### config.mk
export PLATFORM = sky130hd
export DESIGN_NAME = calc_arbiter_flat
export DESIGN_NICKNAME = d
export VERILOG_FILES = /design/src/rtl/calc_pkg.sv /design/src/rtl/calc_arbiter_if.sv /design/src/rtl/calc_alu.sv /design/src/rtl/calc_arbiter.sv /design/src/flat_wrapper.sv
export SDC_FILE = /design/constraint.sdc
export NUM_CORES = 1
export LEC_CHECK = 0
export ABC_AREA = 1
export CORE_MARGIN = 5
export CORE_UTILIZATION = 45
export CTS_CLUSTER_SIZE = 8
export DETAILED_ROUTE_END_ITERATION = 7
export GPL_ROUTABILITY_DRIVEN = 0
export PLACE_DENSITY = 0.82
export SLEW_MARGIN = 5
export SYNTH_ARGS = -nofsm -noshare
export SYNTH_HDL_FRONTEND = slang
export SYNTH_SLANG_ARGS = --single-unit
### constraint.sdc
create_clock -name clk -period 1.8 [get_ports clk]
set_input_delay 0.27 -clock clk [delete_from_list [all_inputs] [get_ports clk]]
set_output_delay 0.27 -clock clk [all_outputs]
set_load 0.02 [all_outputs]
### src/rtl/calc_pkg.sv
// Shared types and widths for the two-requester calculator arbiter.
package calc_pkg;

  localparam int unsigned OPW  = 4;
  localparam int unsigned RESW = 8;
  localparam int unsigned NREQ = 2;

  typedef enum logic [1:0] {
    OP_ADD = 2'b00,
    OP_SUB = 2'b01,
    OP_AND = 2'b10,
    OP_MUL = 2'b11
  } op_e;

  typedef enum logic [1:0] {
    IDLE = 2'b00,
    EXEC = 2'b01,
    MUL  = 2'b10,
    RESP = 2'b11
  } state_e;

endpackage

### src/rtl/calc_arbiter_if.sv
// Request/response handshake bundle between the input decoders, the arbiter and the output stage.
interface calc_arbiter_if;
  import calc_pkg::*;

  logic            req0_valid;
  op_e             req0_op;
  logic [OPW-1:0]  req0_a;
  logic [OPW-1:0]  req0_b;
  logic            req0_ready;

  logic            req1_valid;
  op_e             req1_op;
  logic [OPW-1:0]  req1_a;
  logic [OPW-1:0]  req1_b;
  logic            req1_ready;

  logic            rsp_valid;
  logic            rsp_ready;
  logic            rsp_id;
  logic [RESW-1:0] rsp_data;
  logic            rsp_err;

  // Requester/consumer side.
  modport master (
    output req0_valid, req0_op, req0_a, req0_b,
    input  req0_ready,
    output req1_valid, req1_op, req1_a, req1_b,
    input  req1_ready,
    input  rsp_valid, rsp_id, rsp_data, rsp_err,
    output rsp_ready
  );

  // Arbiter side.
  modport slave (
    input  req0_valid, req0_op, req0_a, req0_b,
    output req0_ready,
    input  req1_valid, req1_op, req1_a, req1_b,
    output req1_ready,
    output rsp_valid, rsp_id, rsp_data, rsp_err,
    input  rsp_ready
  );

endinterface

### src/rtl/calc_alu.sv
// Combinational single-cycle ALU: ADD, SUB (mod 256) and AND on 4-bit operands.
module calc_alu
  import calc_pkg::*;
(
  input  op_e             op,
  input  logic [OPW-1:0]  a,
  input  logic [OPW-1:0]  b,
  output logic [RESW-1:0] res
);

  always_comb begin
    res = '0;
    unique case (op)
      OP_ADD:  res = {3'b000, {1'b0, a} + {1'b0, b}};
      OP_SUB:  res = {4'b0000, a} - {4'b0000, b};
      OP_AND:  res = {4'b0000, a & b};
      default: res = '0;
    endcase
  end

endmodule

### src/rtl/calc_arbiter.sv
// Round-robin arbiter and op sequencer sharing one calculator datapath between two requesters.
// Define CALC_MUL_EN to build the shift-add multiplier; otherwise opcode 11 returns rsp_err.
module calc_arbiter
  import calc_pkg::*;
(
  input  logic          clk,
  input  logic          rst,
  calc_arbiter_if.slave bus
);

  state_e          state_q, state_d;
  logic            last_q, last_d;
  logic            id_q, id_d;
  op_e             op_q, op_d;
  logic [OPW-1:0]  a_q, a_d;
  logic [OPW-1:0]  b_q, b_d;
  logic [RESW-1:0] data_q, data_d;
  logic            err_q, err_d;

  logic            gnt_vld;
  logic            gnt_id;
  logic            idle;
  logic            accept;
  op_e             op_in;
  logic [RESW-1:0] alu_res;

`ifdef CALC_MUL_EN
  logic [1:0]      cnt_q, cnt_d;
  logic [RESW-1:0] acc_q, acc_d;
  logic [RESW-1:0] acc_next;
`endif

  // On a tie the requester that was not granted last wins.
  always_comb begin
    gnt_vld = bus.req0_valid | bus.req1_valid;
    gnt_id  = 1'b0;
    if (bus.req0_valid && bus.req1_valid) begin
      gnt_id = ~last_q;
    end else if (bus.req1_valid) begin
      gnt_id = 1'b1;
    end
  end

  assign idle           = (state_q == IDLE);
  assign accept         = idle & gnt_vld;
  assign bus.req0_ready = accept & ~gnt_id;
  assign bus.req1_ready = accept & gnt_id;
  assign op_in          = gnt_id ? bus.req1_op : bus.req0_op;

  assign bus.rsp_valid  = (state_q == RESP);
  assign bus.rsp_id     = id_q;
  assign bus.rsp_data   = data_q;
  assign bus.rsp_err    = err_q;

  calc_alu u_alu (
    .op  (op_q),
    .a   (a_q),
    .b   (b_q),
    .res (alu_res)
  );

`ifdef CALC_MUL_EN
  assign acc_next = acc_q + (b_q[cnt_q] ? ({4'b0000, a_q} << cnt_q) : '0);
`endif

  always_comb begin
    state_d = state_q;
    last_d  = last_q;
    id_d    = id_q;
    op_d    = op_q;
    a_d     = a_q;
    b_d     = b_q;
    data_d  = data_q;
    err_d   = err_q;
`ifdef CALC_MUL_EN
    cnt_d   = cnt_q;
    acc_d   = acc_q;
`endif
    case (state_q)
      IDLE: begin
        if (accept) begin
          last_d  = gnt_id;
          id_d    = gnt_id;
          op_d    = op_in;
          a_d     = gnt_id ? bus.req1_a : bus.req0_a;
          b_d     = gnt_id ? bus.req1_b : bus.req0_b;
          state_d = EXEC;
`ifdef CALC_MUL_EN
          if (op_in == OP_MUL) begin
            state_d = MUL;
            cnt_d   = '0;
            acc_d   = '0;
          end
`endif
        end
      end
      EXEC: begin
        // Only an unsupported multiply can reach EXEC with OP_MUL.
        err_d   = (op_q == OP_MUL);
        data_d  = (op_q == OP_MUL) ? '0 : alu_res;
        state_d = RESP;
      end
`ifdef CALC_MUL_EN
      MUL: begin
        acc_d = acc_next;
        cnt_d = cnt_q + 2'd1;
        if (cnt_q == 2'd3) begin
          data_d  = acc_next;
          err_d   = 1'b0;
          state_d = RESP;
        end
      end
`endif
      RESP: begin
        if (bus.rsp_ready) begin
          state_d = IDLE;
        end
      end
      default: state_d = IDLE;
    endcase
  end

  always_ff @(posedge clk) begin
    if (rst) begin
      state_q <= IDLE;
      last_q  <= 1'b1;
      id_q    <= 1'b0;
      op_q    <= OP_ADD;
      a_q     <= '0;
      b_q     <= '0;
      data_q  <= '0;
      err_q   <= 1'b0;
`ifdef CALC_MUL_EN
      cnt_q   <= '0;
      acc_q   <= '0;
`endif
    end else begin
      state_q <= state_d;
      last_q  <= last_d;
      id_q    <= id_d;
      op_q    <= op_d;
      a_q     <= a_d;
      b_q     <= b_d;
      data_q  <= data_d;
      err_q   <= err_d;
`ifdef CALC_MUL_EN
      cnt_q   <= cnt_d;
      acc_q   <= acc_d;
`endif
    end
  end

endmodule
### src/flat_wrapper.sv
// flat-port wrapper written by rule: the top's interface ports become plain ports
module calc_arbiter_flat import calc_pkg::*;
  (clk, rst, bus_req0_valid, bus_req0_op, bus_req0_a, bus_req0_b, bus_req0_ready, bus_req1_valid, bus_req1_op, bus_req1_a, bus_req1_b, bus_req1_ready, bus_rsp_valid, bus_rsp_id, bus_rsp_data, bus_rsp_err, bus_rsp_ready);
  calc_arbiter_if bus_i ();
  input  logic clk;
  input  logic rst;
  input wire logic [$bits(bus_i.req0_valid)-1:0] bus_req0_valid;
  input wire logic [$bits(bus_i.req0_op)-1:0] bus_req0_op;
  input wire logic [$bits(bus_i.req0_a)-1:0] bus_req0_a;
  input wire logic [$bits(bus_i.req0_b)-1:0] bus_req0_b;
  output wire logic [$bits(bus_i.req0_ready)-1:0] bus_req0_ready;
  input wire logic [$bits(bus_i.req1_valid)-1:0] bus_req1_valid;
  input wire logic [$bits(bus_i.req1_op)-1:0] bus_req1_op;
  input wire logic [$bits(bus_i.req1_a)-1:0] bus_req1_a;
  input wire logic [$bits(bus_i.req1_b)-1:0] bus_req1_b;
  output wire logic [$bits(bus_i.req1_ready)-1:0] bus_req1_ready;
  output wire logic [$bits(bus_i.rsp_valid)-1:0] bus_rsp_valid;
  output wire logic [$bits(bus_i.rsp_id)-1:0] bus_rsp_id;
  output wire logic [$bits(bus_i.rsp_data)-1:0] bus_rsp_data;
  output wire logic [$bits(bus_i.rsp_err)-1:0] bus_rsp_err;
  input wire logic [$bits(bus_i.rsp_ready)-1:0] bus_rsp_ready;
  assign bus_i.req0_valid = bus_req0_valid;
  assign bus_i.req0_op = bus_req0_op;
  assign bus_i.req0_a = bus_req0_a;
  assign bus_i.req0_b = bus_req0_b;
  assign bus_req0_ready = bus_i.req0_ready;
  assign bus_i.req1_valid = bus_req1_valid;
  assign bus_i.req1_op = bus_req1_op;
  assign bus_i.req1_a = bus_req1_a;
  assign bus_i.req1_b = bus_req1_b;
  assign bus_req1_ready = bus_i.req1_ready;
  assign bus_rsp_valid = bus_i.rsp_valid;
  assign bus_rsp_id = bus_i.rsp_id;
  assign bus_rsp_data = bus_i.rsp_data;
  assign bus_rsp_err = bus_i.rsp_err;
  assign bus_i.rsp_ready = bus_rsp_ready;
  calc_arbiter u_core (.clk(clk), .rst(rst), .bus(bus_i));
endmodule
==> results.md, run 1 <==
- Number of buffers created by CTS: 3
- Crit path kind: in2out
- Power Total: 0.00117 W
- Placed Area: between 0.0015 and 0.002 mm²
- Register area: approximately 420 µm²
- Hold_buf cts: 0
- Mux contribution to synthesized area: 0%
- Buffer depth of the longest clock path: 2
- Yosys cell types: 20
- DRT iter0 DRCs: 17
- Fin crit share: a little over nine tenths
- Flops & latches, synth: 21
- Status: complete, no violations
- Placeable Area: about 0.0025 mm²
- Worst-Skew Late Latency: approximately 0.29 ns
- CTS H-tree depth: 1
- Met3 usage in global routing: ~2.9%
- Nets@finish: 242
- Final Hold Vio Count: 0
- YS warnings: 0
- Commonest cells after routing, fill and taps aside: nand2_1 (56), clkdlybuf4s50_1 (35), dfxtp_1 (20)
- Die width: 61.3 µm
- Total wire length: around 2900 µm
- Io pins: 38
- Post-CTS Setup Bufs: 0
- Unrepaired setup endpoints after global routing: no
- Met1 usage: 21.5%
- # DRC: 0
- Largest cells by area after synthesis: dfxtp_1 (35%), nand2_1 (18%), ha_1 (8.4%)
- Total negative slack: 0 ns
- Slowest stage cell, crit path: clkdlybuf4s50_1
- Least-Margin Pin Slew: between 0.2 and 0.3 ns
- Simple-gate share of the synthesized area: 27.0%
- Rows: 18
- Crit path cell chain: clkdlybuf4s50_1 -> nor2_1 -> inv_2 -> nand2_4 -> a21oi_2 -> clkdlybuf4s15_1
- DRT Pass-1 Iters: 4
- Sequential fraction of the synthesis area: 35.4%
- Xor/xnor share of the synthesized area: 0%
- Total GRT Usage: around 17%
- Vias in the first global route: 1152
- Skew final: approximately 0.0016 ns
- Leakage: about 0.69 nW
- Vias: roughly 1.2k
- Number of max-cap violations: 0
- First-pass GRT wire length: 4930 µm
- Vias per inst: about 5.0
- Post-synthesis compound-gate area fraction: approximately 17%
- Critical Path Fanout Max: 3
- Mapped Nets: 201
- Worst hold path type: reg2reg
- Die span in y: a little over 60 µm
- CTS tree: yes
- CP required: 1.53 ns
- VDD IR max: between 400 and 500 µV
- DP Cell Count: 232
- CP max stage delay: around 0.5 ns
- Layout cells sized above 1: 9.22%
- Footprint of the multi-input gates: around 660 µm²
- Largest net degree at the start of global routing: 14
- WP buf/inv: 3
- Number of diodes: 0
- Per-cell routed wire length: between 10 and 15 µm
- Cell count after synthesis: 166
- CTS root buffer: clkbuf_4
- Setup-failing EPs final: 0
- GR peak layer: met2
- Delay-heaviest family, CP: buffers and inverters
- # fillers: 233
- Synth Cell Area: approximately 0.0012 mm²
- Commonest non-fill, non-tap cell in the layout: nand2_1
- Slew HR: 81.1%
- Hpwl dp: ~2400 µm
- Post-Synth Adder-Cell Area: a little under an eighth
- Post-route core utilization: 64.9%
- Starting Density: ~47%
- GRT met2 Usage: 29.3%
- Crit path DAT: 1.43 ns
- Final ANT Viol Nets: 0
- Reg2Reg Setup Slack: roughly 0.15 ns
- Worst setup EP type: output pin
- Worst Setup Start Kind: primary input
- FMAX: 0.588 GHz
- Combinational family with the most area after synthesis: simple AND/OR/NAND/NOR gates
- Yosys top cell area share: 35.4%
- Crit path time final: around 1.7 ns
- Die area: between 0.003 and 0.004 mm²
- Total grt overflow: 0
- Post-route insts no fill: 236
- Clock sink total: 21
- Antenna violations before repair: 0
- Post-synth top area cell: dfxtp_1
- Worst-path clk slew: between 0.1 and 0.15 ns
- Area Overhead vs Synth: 36.7%
- PwrDens: between 700 and 800 mW/mm²
- Final max-slew violation count: 0
- Final non-filler cell area: approximately 0.0016 mm²
- Port buffer count: 37
- Synthesized area per cell: just over 7 µm²
-- routing by layer --
layer	up-vias	part of all wire, %
li1	617	-
met1	533	44
met3	4	5.8
met2	35	49
met5	-	0
met4	0	0.88
-- per-stage QoR --
step	hold slack (ns)	worst slack (ns)
finish	0.472	0.0990
global route	0.487	0.0248
CTS	0.473	0.0625
detailed placement	0.446	-0.200
global placement	0.444	-0.176
floorplan	0.427	0.389
-- synthesized netlist by cell type (all sizes together) --
master / count
buf: 6
o21ai: 7
fa: 2
inv: 16
nor2: 13
a31oi: 11
o211ai: 1
clkbuf: 1
dfxtp: 21
ha: 8
nand2: 57
nand3: 8
a21oi: 15
-- what timing repair did --
action | 4_1_cts | 5_1_grt
gates resized for setup | 2 | 3
endpoints found under the setup margin | 2 | 2
pin swaps | 0 | 0
-- cell families after synthesis --
kind of cell / after synthesis
flip-flops: 21
adder cells (fa/ha/maj): 10
buffers and inverters: 23
AND/OR/NAND/NOR: 78
AO/OA/AOI/OAI: 34
-- worst reg2reg max path, stage by stage (launching register included) --
cell and delay [ns]:
dfxtp_1 0.39, ha_1 0.16, inv_1 0.06, fa_1 0.43, a21oi_2 0.15, o21ai_0 0.11, o211ai_1 0.10, nand2_1 0.07
a21oi_1 0.11
-- report_power, final --
group          internal, W  total [W]  switching [W]
combinational     0.000184   0.000397       0.000213
sequential        0.000509   0.000544      0.0000352
clock            0.0000861   0.000227       0.000141
-- worst paths after layout --
kind | from | end | depth (start not counted)
setup reg to reg | u_core.b_q[0] | u_core.bus.rsp_data[2] | 8
hold reg to reg | u_core.bus.rsp_data[2] | u_core.bus.rsp_data[2] | 2
hold / removal | u_core.bus.rsp_data[2] | u_core.bus.rsp_data[2] | 2
setup / recovery | bus_req1_valid | bus_req0_ready | 6
-- final cells by class --
cell class                 count  area share [%]
tap                           30            2.31
clock buffer                   4            1.62
timing repair buffer          43            25.5
multi-input combinational    122            40.8
inverter                      16            3.70
sequential                    21            26.0
-- sequential cells by signal, summed over array words and instances (netlist names) --
name,count
u_core.bus.rsp_err,1
u_core.last_q,1
u_core.bus.rsp_data,6
u_core.op_q,2
u_core.a_q,4
u_core.bus.rsp_id,1
u_core.b_q,4
u_core.state_q,2
No activity file was read; power rests on OpenSTA's default activity.
==> run 2, diff against run 1 <==
--- a/config.mk
+++ b/config.mk
@@ -6,6 +6,7 @@
 export NUM_CORES = 1
 export LEC_CHECK = 0
 export ABC_AREA = 1
+export CORE_ASPECT_RATIO = 0.5
 export CORE_MARGIN = 5
 export CORE_UTILIZATION = 45
 export CTS_CLUSTER_SIZE = 8
==> run 2 against run 1 <==
Compared with the run above: clock power rose by 37%; power rose by 7.4%; clock skew rose by 0.0088 ns; clock-buffer cell count did not move; non-clock buffer count rose by 1; final cell count rose by 3.4%; maximum frequency rose by 0.38%; utilization fell by 0.24 points; largest power group unchanged.
==> results.md, run 2 (synthesis results as in run 1) <==
- Status: complete, no violations
- Reg-to-Reg End: u_core.bus.rsp_data[2]
- Worst Setup Start Kind: primary input
- Fin crit share: a little over nine tenths
- Number of buffers created by CTS: 3
- Largest net degree at the start of global routing: 12
- Unrepaired setup endpoints after global routing: no
- First-pass GRT wire length: 4720 µm
- Slowest stage cell, crit path: clkdlybuf4s50_1
- Final ANT Viol Nets: 0
- Die area: 0.00383 mm²
- Final Hold Vio Count: 0
- GRT met2 Usage: 27.9%
- Critical Path Fanout Max: 5
- Crit path cell chain: clkdlybuf4s50_1 -> nor2_1 -> inv_2 -> nand2_4 -> a21oi_2 -> dlygate4sd2_1
- GR peak layer: met2
- Total wire length: ~2900 µm
- Hold slack: between 0.4 and 0.5 ns
- Hold EP: u_core.bus.rsp_id
- Crit path kind: in2out
- CTS tree: yes
- Worst-path clk slew: roughly 0.07 ns
- Starting Density: 46.4%
- WP buf/inv: 3
- Post-route insts no fill: 244
- Worst-Skew Late Latency: about 0.26 ns
- CTS H-tree depth: 1
- Leakage: roughly 0.7 nW
- Skew final: roughly 0.010 ns
- CP required: 1.53 ns
- Nets@finish: between 200 and 250
- Vias: around 1.2k
- Total GRT Usage: ~16%
- Commonest cells after routing, fill and taps aside: nand2_1 (56), clkdlybuf4s50_1 (35), dfxtp_1 (21)
- Die width: a little over 80 µm
- Commonest non-fill, non-tap cell in the layout: nand2_1
- DP Cell Count: 240
- Die span in y: ~46 µm
- Worst hold path type: reg2reg
- Rows: 13
- Met3 usage in global routing: 3.52%
- CP max stage delay: around 0.48 ns
- CTS root buffer: clkbuf_8
- Setup-failing EPs final: 0
- Final max-slew violation count: 0
- Power Total: about 0.0013 W
- Crit path time final: 1.69 ns
- DRT Pass-1 Iters: 4
- DRT iter0 DRCs: 112
- Io pins: 38
- HP Start: u_core.bus.rsp_id
- Number of diodes: 0
- PwrDens: around 760 mW/mm²
- Total grt overflow: 0
- FMAX: 0.590 GHz
- Vias in the first global route: roughly 1.1k
- Crit path DAT: between 1 and 1.5 ns
- Slew HR: between 70 and 80%
- Post-CTS Setup Bufs: 0
- Placeable Area: approximately 0.0026 mm²
- Delay-heaviest family, CP: buffers and inverters
- Area Overhead vs Synth: 39.1%
- Port buffer count: 37
- Largest register FFs: 6
- Clock sink total: 21
- Antenna violations before repair: 0
- Per-cell routed wire length: 12.1 µm
- Number of max-cap violations: 0
- # DRC: 0
- Vias per inst: 4.98
- Total negative slack: 0 ns
- Worst R2R Path Depth: 8
- Pre-CTS WS: -0.170 ns
- Buffer depth of the longest clock path: 2
- # fillers: 221
- Worst R2R Start: u_core.b_q[0]
- Hold path cells: 2
- Worst setup EP type: output pin
- PnR worst setup slack: between 0.1 and 0.15 ns
- Least-Margin Pin Slew: approximately 0.32 ns
- Layout cells sized above 1: between 8 and 9%
- Hpwl dp: 2390 µm
- Met1 usage: a little over a fifth
- VDD IR max: just under 400 µV
- Reg2Reg Setup Slack: between 0.2 and 0.25 ns
run 2: timing repair:
action / in CTS / in global routing
hold buffers: 0 / 0
setup endpoints to repair: 2 / 0
resized for setup: 2 / 0
run 2: worst max-delay path by stage:
stage	from	to	slack (ns)	cells after the start
5_1_grt	bus_req1_valid	bus_req0_ready	0.03	6
2_1_floorplan	u_core.b_q[0]	u_core.bus.rsp_data[2]	0.39	7
3_3_place_gp	bus_req1_valid	bus_req0_ready	-0.16	6
6_report	bus_req1_valid	bus_req0_ready	0.11	6
3_5_place_dp	bus_req1_valid	bus_req0_ready	-0.17	6
4_1_cts	bus_req1_valid	bus_req0_ready	0.1	6
run 2: where the power goes:
group,internal (W),switching (W),leakage (nW),total [W]
clock,0.000158,0.000154,0.0228,0.000311
combinational,0.000187,0.000211,0.506,0.000398
sequential,0.000508,0.0000366,0.173,0.000545
run 2: cell type report:
type                       count  area, µm²  share of cell area [%]
multi-input combinational    122        658                    39.9
sequential                    21        420                    25.5
timing repair buffer          44        420                    25.5
inverter                      16       60.1                    3.64
tap                           37       46.3                    2.81
clock buffer                   4       45.0                    2.73
run 2: per-stage QoR:
stage	area, µm²	util (%)
after detailed placement	1610	63.0
final	1650	64.6
after global placement	1610	63.0
after CTS	1650	64.6
after global routing	1650	64.6
after floorplan	1190	-
run 2: worst min-delay path, cell delays in order (launching register included):
cell and delay, ns:
dfxtp_1 0.31, nand2_1 0.06, a21oi_1 0.05
run 2: routing by layer:
metal	vias to the layer above	part of all wire [%]	wire (µm)
met1	555	47	1370
met4	0	0.58	17
met5	-	0	0
li1	619	-	-
met3	2	5.3	156
met2	40	48	1400
==> run 3, diff against run 2 <==
--- a/config.mk
+++ b/config.mk
@@ -5,14 +5,16 @@
 export SDC_FILE = /design/constraint.sdc
 export NUM_CORES = 1
 export LEC_CHECK = 0
-export ABC_AREA = 1
+export ABC_AREA = 0
 export CORE_ASPECT_RATIO = 0.5
 export CORE_MARGIN = 5
 export CORE_UTILIZATION = 45
 export CTS_CLUSTER_SIZE = 8
 export DETAILED_ROUTE_END_ITERATION = 7
 export GPL_ROUTABILITY_DRIVEN = 0
+export GPL_TIMING_DRIVEN = 1
 export PLACE_DENSITY = 0.82
+export RECOVER_POWER = 25
 export SLEW_MARGIN = 5
 export SYNTH_ARGS = -nofsm -noshare
 export SYNTH_HDL_FRONTEND = slang
==> run 3 against run 2 <==
Compared with the run above: worst hold slack improved by 0.00089 ns; area after synthesis is 0.42% higher; sequential cell count unchanged; sequential share of layout area decreased by 0.25 points; global-route usage increased by 1.1 points; routed wire length increased by 4.6%; utilization rose by 0.61 points; clock power grew 2%.
==> results.md, run 3 <==
- Port buffer count: 37
- Asr flop ratio synth: 0%
- Slowest stage cell, crit path: or4_1
- Reg-to-Reg End: u_core.bus.rsp_data[3]
- Worst-Skew Late Latency: 0.26 ns
- PwrDens: 787 mW/mm²
- Cell count after synthesis: roughly 140
- Crit path kind: reg2reg
- VDD IR max: 607 µV
- Synthesized area per cell: ~8.8 µm²
- Yosys top cell area share: a little over a third
- First-pass GRT wire length: roughly 5000 µm
- Number of buffers created by CTS: 3
- Area Overhead vs Synth: 40.8%
- Largest register FFs: 6
- Instance count on the critical path: 5
- Post-route insts no fill: ~210
- DRT Pass-1 Iters: 8
- Buffer depth of the longest clock path: 2
- Critical Path Fanout Max: 3
- CTS H-tree depth: 1
- Die span in y: about 46 µm
- Synth Cell Area: 0.00119 mm²
- Flops & latches, synth: 21
- Die area: around 0.0038 mm²
- Setup-failing EPs final: 0
- Largest cells by area after synthesis: dfxtp_1 (35%), a222oi_1 (8.4%), ha_1 (8.4%)
- Crit path DAT: 1.88 ns
- Commonest non-fill, non-tap cell in the layout: clkdlybuf4s50_1
- Sequential fraction of the synthesis area: about a third
- CP required: 1.94 ns
- Final ANT Viol Nets: 0
- Hpwl dp: 2290 µm
- Fin crit share: a little over nine tenths
- Reg2Reg Setup Slack: between 0.06 and 0.07 ns
- Total negative slack: 0 ns
- Post-synth EDFFs: 0
- Starting Density: 46.3%
- YS warnings: 0
- WP buf/inv: 1
- Hold slack: between 0.4 and 0.5 ns
- Crit path time final: ~1.7 ns
- DP Cell Count: between 200 and 250
- Hold_buf cts: 0
- Vias: approximately 1.2k
- CTS root buffer: clkbuf_8
- Nets@finish: ~210
- # DRC: 0
- Post-synth top area cell: dfxtp_1
- Largest net degree at the start of global routing: 21
- Io pins: 38
- Die width: a little over 80 µm
- Yosys cell types: 39
- CTS tree: yes
- Leakage: between 0.7 and 0.8 nW
- Final Hold Vio Count: 0
- Antenna violations before repair: 0
- Worst hold path type: reg2reg
- HP Start: u_core.bus.rsp_err
- CP max stage delay: approximately 0.51 ns
- Number of max-cap violations: 0
- Total wire length: 3080 µm
- Worst-path clk slew: about 0.08 ns
- Post-CTS Setup Bufs: 0
- Placeable Area: 0.00257 mm²
- Synth Flop Type: dfxtp_1
- Final max-slew violation count: 0
- DRT iter0 DRCs: 96
- Delay-heaviest family, CP: simple AND/OR/NAND/NOR gates
- Top-count cell post-synth: dfxtp_1
- Worst R2R Start: u_core.b_q[2]
- Mapped Nets: between 150 and 200
- Per-cell routed wire length: 14.5 µm
- Rows: 13
- Crit path cell chain: inv_1 -> ha_1 -> a22oi_1 -> a21boi_1 -> or4_1
- Power Total: 0.00132 W
- Commonest cells after routing, fill and taps aside: clkdlybuf4s50_1 (31), nor2_1 (20), dfxtp_1 (19)
- Worst setup endpoint: u_core.bus.rsp_data[3]
- Slew HR: a little over two thirds
- Layout cells sized above 1: approximately 14%
- Vias per inst: between 5 and 6
- Skew final: about 0.0022 ns
- Worst R2R Path Depth: 5
- Worst Setup Start Kind: flop
- CP startpoint: u_core.b_q[2]
- Worst setup EP type: flop
- FMAX: around 0.58 GHz
- Clock sink total: 21
- Total grt overflow: 0
- List of most frequent post-synthesis cells: dfxtp_1 (21), nor2_1 (20), a222oi_1 (10), ha_1 (8), inv_1 (8)
- Total GRT Usage: 17.5%
- Least-Margin Pin Slew: 0.446 ns
- Number of diodes: 0
- Vias in the first global route: between 1k and 1.5k
- Status: complete, no violations
-- run 3: through the flow --
stage	setup slack, ns	util (%)	cell area [µm²]
finish	0.0642	65.2	1680
detailed placement	-0.0582	63.1	1620
CTS	0.0196	65.1	1670
global placement	-0.0636	63.1	1620
floorplan	0.0503	-	1190
global route	-0.00742	65.2	1680
-- run 3: where the power goes --
part           internal [W]  switching [W]
registers          0.000512      0.0000378
clock network      0.000154       0.000163
logic              0.000230       0.000222
-- run 3: kinds of logic after synthesis --
logic type / synth area share [%]
and+or+nand+nor: 21.6
AOI/OAI and AO/OA: 20.5
DFF: 35.3
buffers and inverters: 7.67
adders and majority gates: 11.8
xor gates and xnor gates: 1.47
muxes: 1.68
-- run 3: worst min path at each step --
stage / slack (ns) / cells past startpoint / endpoint
2_1_floorplan: 0.37 / 2 / u_core.last_q
3_3_place_gp: 0.44 / 2 / u_core.bus.rsp_err
3_5_place_dp: 0.45 / 2 / u_core.bus.rsp_err
4_1_cts: 0.46 / 2 / u_core.bus.rsp_err
5_1_grt: 0.48 / 2 / u_core.bus.rsp_err
6_report: 0.46 / 2 / u_core.bus.rsp_err
-- run 3: tightest hold or removal path, stage by stage, from the launching register on --
cell     delay (ns)
dfxtp_1        0.32
nand2_1        0.05
a21oi_1        0.05
-- run 3: layer usage --
metal | up-vias | global-route usage (%) | wire, µm
met5 | - | 0 | 0
met4 | 0 | 4.56 | 33
met3 | 6 | 5.08 | 232
met2 | 54 | 29.8 | 1390
met1 | 532 | 21.9 | 1420
li1 | 565 | - | -
-- run 3: cell type report --
cell class	count	area (µm²)
inverter	8	30.0
fill	224	893
sequential	21	423
timing repair buffer	47	430
clock inverter	1	5.00
multi-input combinational	95	701
clock buffer	3	41.3
tap	37	46.3
-- run 3: what timing repair did --
item	CTS	global route
pin swaps	1	3
endpoints found under the setup margin	4	5
resized for setup	5	7
hold endpoints to repair	0	0
